File: src/rtl/vdp18_hv_timing.sv
// rtl/vdp18_hv_timing.sv - VDP raster H/V position counters with sync, blank and frame interrupt decode.
// Optional VDP18_HV_LATCH_EN adds hv_latch_i / hlatch_o / vlatch_o position capture.
module vdp18_hv_timing #(
  parameter int H_TOTAL      = 342,
  parameter int H_ACTIVE     = 256,
  parameter int HBLANK_START = 271,
  parameter int HSYNC_START  = 284,
  parameter int HSYNC_END    = 310,
  parameter int HBLANK_END   = 329,
  parameter int V_ACTIVE     = 192,
  parameter int V_TOTAL_NTSC = 262,
  parameter int V_TOTAL_PAL  = 313,
  parameter int VBLANK_NTSC  = 216,
  parameter int VBLANK_PAL   = 240,
  parameter int VTOP_NTSC    = 27,
  parameter int VTOP_PAL     = 51,
  parameter int VSYNC_OFS    = 3
) (
  input  logic       clk_i,
  input  logic       reset_i,
  input  logic       clk_en_5m37_i,
  input  logic       pal_i,
  input  logic       int_clr_i,
`ifdef VDP18_HV_LATCH_EN
  input  logic       hv_latch_i,
  output logic [8:0] hlatch_o,
  output logic [8:0] vlatch_o,
`endif
  output logic [8:0] hcnt_o,
  output logic [8:0] vcnt_o,
  output logic       hsync_n_o,
  output logic       vsync_n_o,
  output logic       blank_o,
  output logic       active_o,
  output logic       frame_start_o,
  output logic       int_flag_o
);

  localparam logic [8:0] L_H_LAST    = 9'(H_TOTAL - 1);
  localparam logic [8:0] L_H_ACT     = 9'(H_ACTIVE);
  localparam logic [8:0] L_HB_S      = 9'(HBLANK_START);
  localparam logic [8:0] L_HB_E      = 9'(HBLANK_END);
  localparam logic [8:0] L_HS_S      = 9'(HSYNC_START);
  localparam logic [8:0] L_HS_E      = 9'(HSYNC_END);
  localparam logic [8:0] L_V_ACT     = 9'(V_ACTIVE);
  localparam logic [8:0] L_VT_LAST_N = 9'(V_TOTAL_NTSC - 1);
  localparam logic [8:0] L_VT_LAST_P = 9'(V_TOTAL_PAL - 1);
  localparam logic [8:0] L_VB_S_N    = 9'(VBLANK_NTSC);
  localparam logic [8:0] L_VB_S_P    = 9'(VBLANK_PAL);
  localparam logic [8:0] L_VB_E_N    = 9'(V_TOTAL_NTSC - VTOP_NTSC);
  localparam logic [8:0] L_VB_E_P    = 9'(V_TOTAL_PAL - VTOP_PAL);
  localparam logic [8:0] L_VS_S_N    = 9'(VBLANK_NTSC + VSYNC_OFS);
  localparam logic [8:0] L_VS_S_P    = 9'(VBLANK_PAL + VSYNC_OFS);
  localparam logic [8:0] L_VS_E_N    = 9'(VBLANK_NTSC + VSYNC_OFS + 3);
  localparam logic [8:0] L_VS_E_P    = 9'(VBLANK_PAL + VSYNC_OFS + 3);

  logic [8:0] r_hcnt;
  logic [8:0] r_vcnt;
  logic       r_pal_q;
  logic       r_int_flag;

  logic [8:0] w_vt_last;
  logic       w_h_wrap;
  logic       w_v_wrap;
  logic [8:0] w_hcnt_nxt;
  logic [8:0] w_vcnt_nxt;
  logic [8:0] w_vb_s;
  logic [8:0] w_vb_e;
  logic [8:0] w_vs_s;
  logic [8:0] w_vs_e;
  logic       w_hblank;
  logic       w_vblank;

  // Frame length follows the standard latched at the last frame wrap, never pal_i directly.
  assign w_vt_last  = r_pal_q ? L_VT_LAST_P : L_VT_LAST_N;
  assign w_h_wrap   = (r_hcnt == L_H_LAST);
  assign w_v_wrap   = w_h_wrap && (r_vcnt == w_vt_last);
  assign w_hcnt_nxt = w_h_wrap ? 9'd0 : r_hcnt + 9'd1;
  assign w_vcnt_nxt = w_v_wrap ? 9'd0 : (w_h_wrap ? r_vcnt + 9'd1 : r_vcnt);

  always_ff @(posedge clk_i or posedge reset_i) begin
    if (reset_i) begin
      r_hcnt  <= 9'd0;
      r_vcnt  <= 9'd0;
      r_pal_q <= 1'b0;
    end else if (clk_en_5m37_i) begin
      r_hcnt <= w_hcnt_nxt;
      r_vcnt <= w_vcnt_nxt;
      if (w_v_wrap) r_pal_q <= pal_i;
    end
  end

  // Set has priority so a status read racing the interrupt cannot lose it.
  always_ff @(posedge clk_i or posedge reset_i) begin
    if (reset_i) begin
      r_int_flag <= 1'b0;
    end else if (clk_en_5m37_i && w_h_wrap && (w_vcnt_nxt == L_V_ACT)) begin
      r_int_flag <= 1'b1;
    end else if (int_clr_i) begin
      r_int_flag <= 1'b0;
    end
  end

  assign w_vb_s   = r_pal_q ? L_VB_S_P : L_VB_S_N;
  assign w_vb_e   = r_pal_q ? L_VB_E_P : L_VB_E_N;
  assign w_vs_s   = r_pal_q ? L_VS_S_P : L_VS_S_N;
  assign w_vs_e   = r_pal_q ? L_VS_E_P : L_VS_E_N;
  assign w_hblank = (r_hcnt >= L_HB_S) && (r_hcnt < L_HB_E);
  assign w_vblank = (r_vcnt >= w_vb_s) && (r_vcnt < w_vb_e);

  assign hcnt_o        = r_hcnt;
  assign vcnt_o        = r_vcnt;
  assign hsync_n_o     = !((r_hcnt >= L_HS_S) && (r_hcnt < L_HS_E));
  assign vsync_n_o     = !((r_vcnt >= w_vs_s) && (r_vcnt < w_vs_e));
  assign blank_o       = w_hblank || w_vblank;
  assign active_o      = (r_hcnt < L_H_ACT) && (r_vcnt < L_V_ACT);
  assign frame_start_o = clk_en_5m37_i && w_v_wrap;
  assign int_flag_o    = r_int_flag;

`ifdef VDP18_HV_LATCH_EN
  logic [8:0] r_hlatch;
  logic [8:0] r_vlatch;

  always_ff @(posedge clk_i or posedge reset_i) begin
    if (reset_i) begin
      r_hlatch <= 9'd0;
      r_vlatch <= 9'd0;
    end else if (hv_latch_i) begin
      r_hlatch <= r_hcnt;
      r_vlatch <= r_vcnt;
    end
  end

  assign hlatch_o = r_hlatch;
  assign vlatch_o = r_vlatch;
`endif

endmodule

File: config.mk
export PLATFORM = sky130hd
export DESIGN_NAME = vdp18_hv_timing
export DESIGN_NICKNAME = d
export VERILOG_FILES = /design/src/rtl/vdp18_hv_timing.sv
export SDC_FILE = /design/constraint.sdc
export NUM_CORES = 1
export LEC_CHECK = 0
export CORE_MARGIN = 3
export CORE_UTILIZATION = 50
export DETAILED_ROUTE_END_ITERATION = 12
export GPL_TIMING_DRIVEN = 0
export PLACE_DENSITY_LB_ADDON = 0.1
export SLEW_MARGIN = 15
export SYNTH_ARGS = -nofsm -noshare
export SYNTH_HDL_FRONTEND = slang
export SYNTH_SLANG_ARGS = --single-unit
File: constraint.sdc
create_clock -name clk_i -period 4.49 [get_ports clk_i]
set_input_delay 0.449 -clock clk_i [delete_from_list [all_inputs] [get_ports clk_i]]
set_output_delay 0.449 -clock clk_i [all_outputs]
set_load 0.02 [all_outputs]
Word level (Yosys, flattened, before mapping)
Cells that the tools add are included.
Operators by class
  add/subtract/negate cells: 2
  multiply operators: 0
  div/mod/pow operators: 0
  magnitude comparators: 10
  equality and inequality tests: 3
  shift operators: 0
  muxes and demuxes: 10
  bitwise operators: 0
  reductions and logical operators: 14
Operator list (number)
  $mux W9: 4
  $lt A9 B9 Y1 const B: 3
  $mux W6: 4
  $add A9 B1 Y9 const B: 2
  $ge A9 B8 Y1: 2
  $ge A9 B9 Y1 const B: 2
  $eq A9 B8 Y1 const B: 1
  $eq A9 B9 Y1: 1
  $eq A9 B9 Y1 const B: 1
  $logic_and A1 B1 Y1: 9
  $lt A9 B8 Y1: 1
  $lt A9 B8 Y1 const B: 1
  $lt A9 B9 Y1: 1
  $logic_not A1 Y1: 2
  $mux W1: 2
  $reduce_and A2 Y1: 1
  $reduce_bool A2 Y1: 1
  $logic_or A1 B1 Y1: 1
Word-level totals
  register bits after elaboration: 20
  bits in latches: 0
  bits in writable memories: 0
  ROM bits: 0
  logic and storage cells: 43
  memories kept: 0

Logic depth before layout (Yosys ltp)
Gate-level depths: netlist of the first run.
  depth after elaboration: 7
  mapped depth: 8

Least setup slack after synthesis of the first run
No wires, ideal clock.
  kind: flip-flop to output port
  start point: register r_vcnt[3], in the netlist vcnt_o[3]
  end point: output blank_o
  data arrival time: 1.961 ns
  required time: 4.041 ns
  path slack: 2.080 ns
  cell stages (with the launch flop): 8
  path buffers: 0
  cell sequence: dfrtp_1 > inv_1 > ha_1 > nand2_1 > o21ai_0 > a31o_2 > a31oi_1 > o32ai_1
On the way
  longest elaborated chain between the ends: 3
  elaborated cells between the ends (all ways): 4
  classes of those cells: order compare: 2; reduce/logical: 2
RTL lines
  start, declared: line 58  | logic [8:0] r_vcnt;
  start signal, assigned: line 88  | r_vcnt <= w_vcnt_nxt;
  $ge A9 B8 Y1 / $lt A9 B9 Y1 (equally long branches): line 109  | assign w_vblank = (r_vcnt >= w_vb_s) && (r_vcnt < w_vb_e);
  $logic_and A1 B1 Y1 *: line 109
  $logic_or A1 B1 Y1 *: line 115  | assign blank_o = w_hblank || w_vblank;
  end, declared: line 33  | output logic blank_o,
Every way passes the cells marked *; elsewhere a longest branch is shown, timed or not.

Final worst setup path of the first run
  start point: register r_pal_q
  end point: output frame_start_o
On the way
  longest elaborated chain between the ends: 4
RTL lines
  start, declared: line 59  | logic r_pal_q;
  start signal, assigned: line 89  | if (w_v_wrap) r_pal_q <= pal_i;
  $mux W6: line 75  | assign w_vt_last = r_pal_q ? L_VT_LAST_P : L_VT_LAST_N;
  $eq A9 B9 Y1: line 77  | assign w_v_wrap = w_h_wrap && (r_vcnt == w_vt_last);
  $logic_and A1 B1 Y1: line 77
  $logic_and A1 B1 Y1: line 117  | assign frame_start_o = clk_en_5m37_i && w_v_wrap;
  end, declared: line 35  | output logic frame_start_o,
Every way passes these cells.

==> results of run 1 <==
[power groups by stage]
stage                     Combinational (mW)  Sequential (mW)  Clock (mW)
after CTS                              0.177            0.235       0.157
final                                  0.177            0.235       0.153
after global placement                 0.171            0.237           0
after detailed placement               0.177            0.238           0
after global routing                   0.188            0.240       0.167
after floorplan                       0.0854            0.259           0
[worst reg2reg max path: stages (launching register included)]
cell and delay (ps):
dfrtp_1 490, inv_1 180, ha_1 360, nor4b_1 160
and3_1 150, buf_2 180, nand2b_4 170, or3_1 340
o41ai_2 210
[layout by cell type (no fill, tap or decap), drive strengths merged, types with 3 or more instances in the layout]
master	count
a211oi	3
a21oi	6
a31oi	4
and3	3
buf	10
clkbuf	5
clkdlybuf4s50	27
dfrtp	20
ha	14
inv	8
nand2	22
nand2b	4
nand3	8
nor2	14
nor3	3
o21ai	21
xnor2	6
xor2	4
[flip-flops by register name, indices dropped and copies added (netlist names)]
signal	count
r_pal_q	1
vcnt_o	9
hcnt_o	9
int_flag_o	1
[cell families after synthesis]
group	after synthesis
XOR/XNOR	10
flip-flops	20
AO/OA/AOI/OAI	49
buffers and inverters	20
adder cells (fa/ha/maj)	14
AND/OR/NAND/NOR	69
[stage by stage]
stage / power [mW] / utilization (%) / instances / hold WS (ps) / cell area (sq um)
after floorplan: 0.344 / - / 182 / 413 / 1550
after global placement: 0.408 / 65.2 / 240 / 484 / 1860
after detailed placement: 0.415 / 65.2 / 240 / 487 / 1860
after CTS: 0.569 / 67.1 / 244 / 381 / 1910
after global routing: 0.596 / 67.1 / 244 / 379 / 1910
final: 0.564 / 67.1 / 244 / 389 / 1910
[metal layers]
metal	part of all wire (%)	GRT usage [%]
met1	48	31.1
met4	1.2	6.36
met2	46	32.3
met3	5.1	2.69
met5	0	0
[area by class of cell]
| cell class | count | area share [%] |
|---|---|---|
| Multi-Input combinational cell | 142 | 49.1 |
| Sequential cell | 20 | 26.2 |
| Timing Repair Buffer | 27 | 14.1 |
| Buffer | 12 | 4.25 |
| Tap cell | 31 | 2.03 |
| Clock inverter | 1 | 1.57 |
| Inverter | 8 | 1.57 |
| Clock buffer | 3 | 1.18 |
[path summary, 6_finish.rpt]
check / from / to / depth (start not counted)
min in group asynchronous: reset_i / int_flag_o / 2
worst min register to register: int_flag_o / int_flag_o / 2
worst max register to register: r_pal_q / int_flag_o / 8
worst max-delay path: r_pal_q / frame_start_o / 7
worst min-delay path: clk_en_5m37_i / hcnt_o[0] / 2
max in group asynchronous: reset_i / r_pal_q / 2
==> results.ini, run 1 <==
[clock_tree]
cts_buffer_depth=2
cts_setup_buffers=0
cts_inserted_buffers=3
cts_tree=built
ctsHoldBuffers=0
cts_sinks=20
path_clk_slew_ps=130
clk_latency_ps=310
h-tree-depth=1
cts_resized=0
cts_root_buf=clkbuf_4

[global_routing]
antenna_found_initial=0
grt_pass1_wl_microns=6020
grt_overflow=0
track_usage_pct=21.1
grt_start_max_net_pins=21
grt_pass1_vias=1287

[synth]
synth_top_area_share_pct=32.3
yosys.area_share.simple_pct=23.5
syn_nets=201
netlist_area_sq_um=1550
synth_top_family_by_area=simple AND/OR/NAND/NOR gates
synth-compound-area-share_pct=20.1
synthTopCellsByArea=dfrtp_1 32%, ha_1 11%, o21ai_0 6.8%, nand2_1 5.3%, nor2_1 3.4%
synth_flop_cell=dfrtp_1
synth-xor-area-share_pct=5.65
synthTopCellsByCount=22 x nand2_1, 21 x o21ai_0, 20 x dfrtp_1
yosysUniqueCellTypes=44
yosys_warnings=0
synth_most_common_cell=nand2_1
muxShareOfSynthArea_pct=0
synth-edff-count=0
avgSynthCellArea_sq_um=8.52
netlist.top_cell.by_area=dfrtp_1
ys_seq_elements=20
yosysSeqAreaShare_pct=32.3
synthCells=182
yosys.area_share.adder_pct=11.3
async_reset_ff_share_pct=100

[sta]
slew_viol_final=0
worst_pin_slew_ps=756
rsz0062_at_grt=no
setup_viol=0
finalCriticalPeriod_ps=3270
period_share_pct=72.7
hold_violations=0
clock_skew_ps=3.21
worst_slack_ps=1220
maxSlewHeadroom_pct=49.6
fmax_mhz=306
tns_ps=0

[placed_design]
port_buffers=27
gp_congestion=0.899
pre_cts_ws_ps=1610
dp_hpwl_microns=2760

[setup_path]
critPathLaunchType=flip-flop
crit_fanout=10
arrival_ps=2820
path_class=flip-flop to primary output
path_buf_inv=3
ff2ff_setup_slack_ps=2160
crit_family=buffers and inverters
crit_chain=inv_1 -> ha_1 -> nor4b_1 -> and3_1 -> buf_2 -> and2_2 -> clkdlybuf4s50_1
critPathCaptureType=primary output
slowest_delay_ps=600
crit_slowest_cell=clkdlybuf4s50_1
required_ps=4040

[pwr]
p_int_mw=0.373
p_leak_nw=0.824
powerDensity_nw_per_um2=295
switchingPower_mw=0.191
clockPowerShare_pct=27.1
switching_share_pct=33.9
p_seq_share_pct=41.6
combPwrFrac_pct=31.3
vdd_ir_drop_max_mv=0.263

[floorplan]
die_x_microns=61.7
core_area_sq_um=2850
initial_core_util_pct=54.4
dieArea_sq_um=3810
io_pins=29
rows=19
fp.dieH_microns=61.7

[detailed_routing]
vias=1449
firstDrtPassIters=4
routedWlPerCell_microns=15.1
drtAntennaViolNets=0
drt_iter0_drc=99
wl_microns=3680
vias_per_cell=5.94
drc=0

[cells_and_area]
diodes=0
nNetsFinal=233
multiInputGateArea_sq_um=940
seq_area_sq_um=500
fillers=252
area_growth_pct=23.3
final_layout_size_suffix_gt1_share_pct=9.39

[outcome]
outcome=finished, final reports clean

[flow_run]
maxCapViolCount=0

[worst_hold_path]
hold_path.class=input pin to flip-flop

Note: power is estimated with default switching activity, not from simulation.
==> run 2: changes to the inputs <==
--- a/config.mk
+++ b/config.mk
@@ -6,7 +6,7 @@
 export NUM_CORES = 1
 export LEC_CHECK = 0
 export CORE_MARGIN = 3
-export CORE_UTILIZATION = 50
+export CORE_UTILIZATION = 47
 export DETAILED_ROUTE_END_ITERATION = 12
 export GPL_TIMING_DRIVEN = 0
 export PLACE_DENSITY_LB_ADDON = 0.1
==> constraint.sdc (replaced) <==
create_clock -name clk_i -period 2.75 [get_ports clk_i]
set_input_delay 0.275 -clock clk_i [delete_from_list [all_inputs] [get_ports clk_i]]
set_output_delay 0.275 -clock clk_i [all_outputs]
set_load 0.02 [all_outputs]
==> run 2 against run 1 <==
Net effect: combinational power is 63% higher; critical path type unchanged; clock skew increased by 0.88 ps; largest cell class unchanged; final area grew 1.4%; largest power group unchanged; flip-flop and latch count is the same.
==> results.ini, run 2 (same netlist as run 1, synthesis figures left out) <==
[sta]
timing.hold.ws_ps=208  ; was 389 ps
tns_ps=0  ; unchanged
clock_skew_ps=4.08  ; was 3.21 ps
period_share_pct=94.2
slew_viol_final=0  ; unchanged
hold_violations=0  ; unchanged
rsz0062_at_grt=no  ; unchanged
finalCriticalPeriod_ps=2590
worst_pin_slew_ps=774  ; was 756 ps
worst_slack_ps=159  ; was 1220 ps
setup_viol=0  ; unchanged
maxSlewHeadroom_pct=48.3  ; was 49.6%
fmax_mhz=386

[detailed_routing]
firstDrtPassIters=4  ; unchanged
drtAntennaViolNets=0  ; unchanged
wl_microns=3610  ; was 3680 microns
drt_iter0_drc=94  ; was 99
routedWlPerCell_microns=14.0  ; was 15.1 microns
vias_per_cell=5.70  ; was 5.94
drc=0  ; unchanged
vias=1471  ; was 1449

[clock_tree]
cts_tree=built  ; unchanged
cts_root_buf=clkbuf_4  ; unchanged
cts_buffer_depth=2  ; unchanged
clk_latency_ps=320  ; was 310 ps
cts_inserted_buffers=3  ; unchanged
path_clk_slew_ps=130  ; about the same
h-tree-depth=1  ; unchanged
ctsHoldBuffers=0  ; unchanged
cts_sinks=20  ; unchanged

[floorplan]
die_x_microns=63.5  ; was 61.7 microns
fp.dieH_microns=63.5  ; was 61.7 microns
io_pins=29  ; unchanged
initial_core_util_pct=50.0  ; was 54.4%
rows=20  ; was 19
dieArea_sq_um=4030  ; was 3810 sq um
core_area_sq_um=3100  ; was 2850 sq um

[global_routing]
grt_pass1_wl_microns=6020  ; unchanged
antenna_found_initial=0  ; unchanged
grt_overflow=0  ; unchanged
grt_start_max_net_pins=21  ; unchanged
track_usage_pct=18.4  ; was 21.1%
grt_pass1_vias=1333  ; was 1287

[cells_and_area]
nNetsFinal=234  ; was 233
postLayoutCellArea_sq_um=1940  ; was 1910 sq um
final_common_cell=clkdlybuf4s50_1  ; unchanged
final_layout_size_suffix_gt1_share_pct=11.7  ; was 9.39%
mostFrequentLayoutCells=25 x clkdlybuf4s50_1, 22 x nand2_1, 21 x o21ai_0, 17 x dfrtp_1  ; was 27 x clkdlybuf4s50_1, 22 x nand2_1, 21 x o21ai_0, 20 x dfrtp_1
utilization_pct=62.5  ; was 67.1%
area_growth_pct=25.0  ; was 23.3%
diodes=0  ; unchanged
fin_cells=258  ; was 244

[setup_path]
crit_fanout=6  ; was 10
slowest_delay_ps=480  ; was 600 ps
ff2ff_path_depth=8  ; unchanged
crit_slowest_cell=dfrtp_2  ; was clkdlybuf4s50_1
ff2ff_setup_slack_ps=590  ; was 2160 ps
required_ps=2480  ; was 4040 ps
crit_chain=inv_2 -> ha_1 -> nand2_1 -> o21bai_1 -> a211oi_1 -> o21ai_0 -> o32ai_1 -> dlygate4sd2_1  ; was inv_1 -> ha_1 -> nor4b_1 -> and3_1 -> buf_2 -> and2_2 -> clkdlybuf4s50_1
r2r_start=r_pal_q  ; unchanged
rr_endpoint=int_flag_o  ; unchanged
critPathLaunchType=flip-flop  ; unchanged
critPathCaptureType=primary output  ; unchanged
arrival_ps=2320  ; was 2820 ps
path_class=flip-flop to primary output  ; unchanged

[worst_hold_path]
hold_depth=2  ; unchanged
hp-start=clk_en_5m37_i  ; unchanged
hold_path.class=input pin to flip-flop  ; unchanged
holdPathEnd=hcnt_o[1]  ; was hcnt_o[0]

[placed_design]
dp_cells=253  ; was 240
dpl_cell_area_sq_um=1880  ; was 1860 sq um
gp_congestion=0.884  ; was 0.899
port_buffers=27  ; unchanged
pre_cts_ws_ps=48.5  ; was 1610 ps
dp_hpwl_microns=2700  ; was 2760 microns

[pwr]
power_mw=0.925  ; was 0.564 mW
vdd_ir_drop_max_mv=0.491  ; was 0.263 mV
powerDensity_nw_per_um2=477  ; was 295 nW/um^2
p_leak_nw=0.829  ; was 0.824 nW

[flow_run]
maxCapViolCount=0  ; unchanged

[outcome]
outcome=finished, final reports clean  ; unchanged

[run 2: layer usage]
metal  GRT usage, %  share of wire, %  wire [microns]
met1           26.1                48            1730
met2           28.9                45            1620
met3           2.32               6.1             219
met4           5.66               1.3              46
met5              0                 0               0
[run 2: how the worst max path moves through the flow]
stage | endpoint | startpoint | depth (start not counted) | slack, ps
after floorplan | blank_o | vcnt_o[3] | 7 | 510
after CTS | frame_start_o | r_pal_q | 7 | 120
after global routing | frame_start_o | r_pal_q | 7 | 2
after detailed placement | blank_o | r_pal_q | 8 | 50
after global placement | frame_start_o | vcnt_o[3] | 7 | 80
final | blank_o | r_pal_q | 8 | 160
[run 2: layout make-up]
type | instances | area, sq um
fill | 288 | 1160
multi-input combinational | 142 | 940
sequential | 20 | 504
timing repair buffer | 28 | 277
buffer | 12 | 81.3
tap | 44 | 55.1
clock inverter | 1 | 30.0
inverter | 8 | 30.0
clock buffer | 3 | 22.5
[run 2: power by group]
group | total [mW] | internal (mW) | switching, mW
clock | 0.251 | 0.147 | 0.103
combinational | 0.288 | 0.133 | 0.155
sequential | 0.387 | 0.329 | 0.0576
[run 2: repair_timing]
action                     4_1_cts  5_1_grt
buffers inserted                 1        0
setup endpoints to repair        2        1
resized for setup                6        1
[run 2: worst max-delay path: cells and delay by family, from the launching register on]
| family | cells | cell delay, ps |
|---|---|---|
| AOI/OAI and AO/OA | 4 | 690 |
| adders and majority gates | 1 | 250 |
| buffers and inverters | 2 | 490 |
| DFF | 1 | 480 |
| and+or+nand+nor | 1 | 70 |
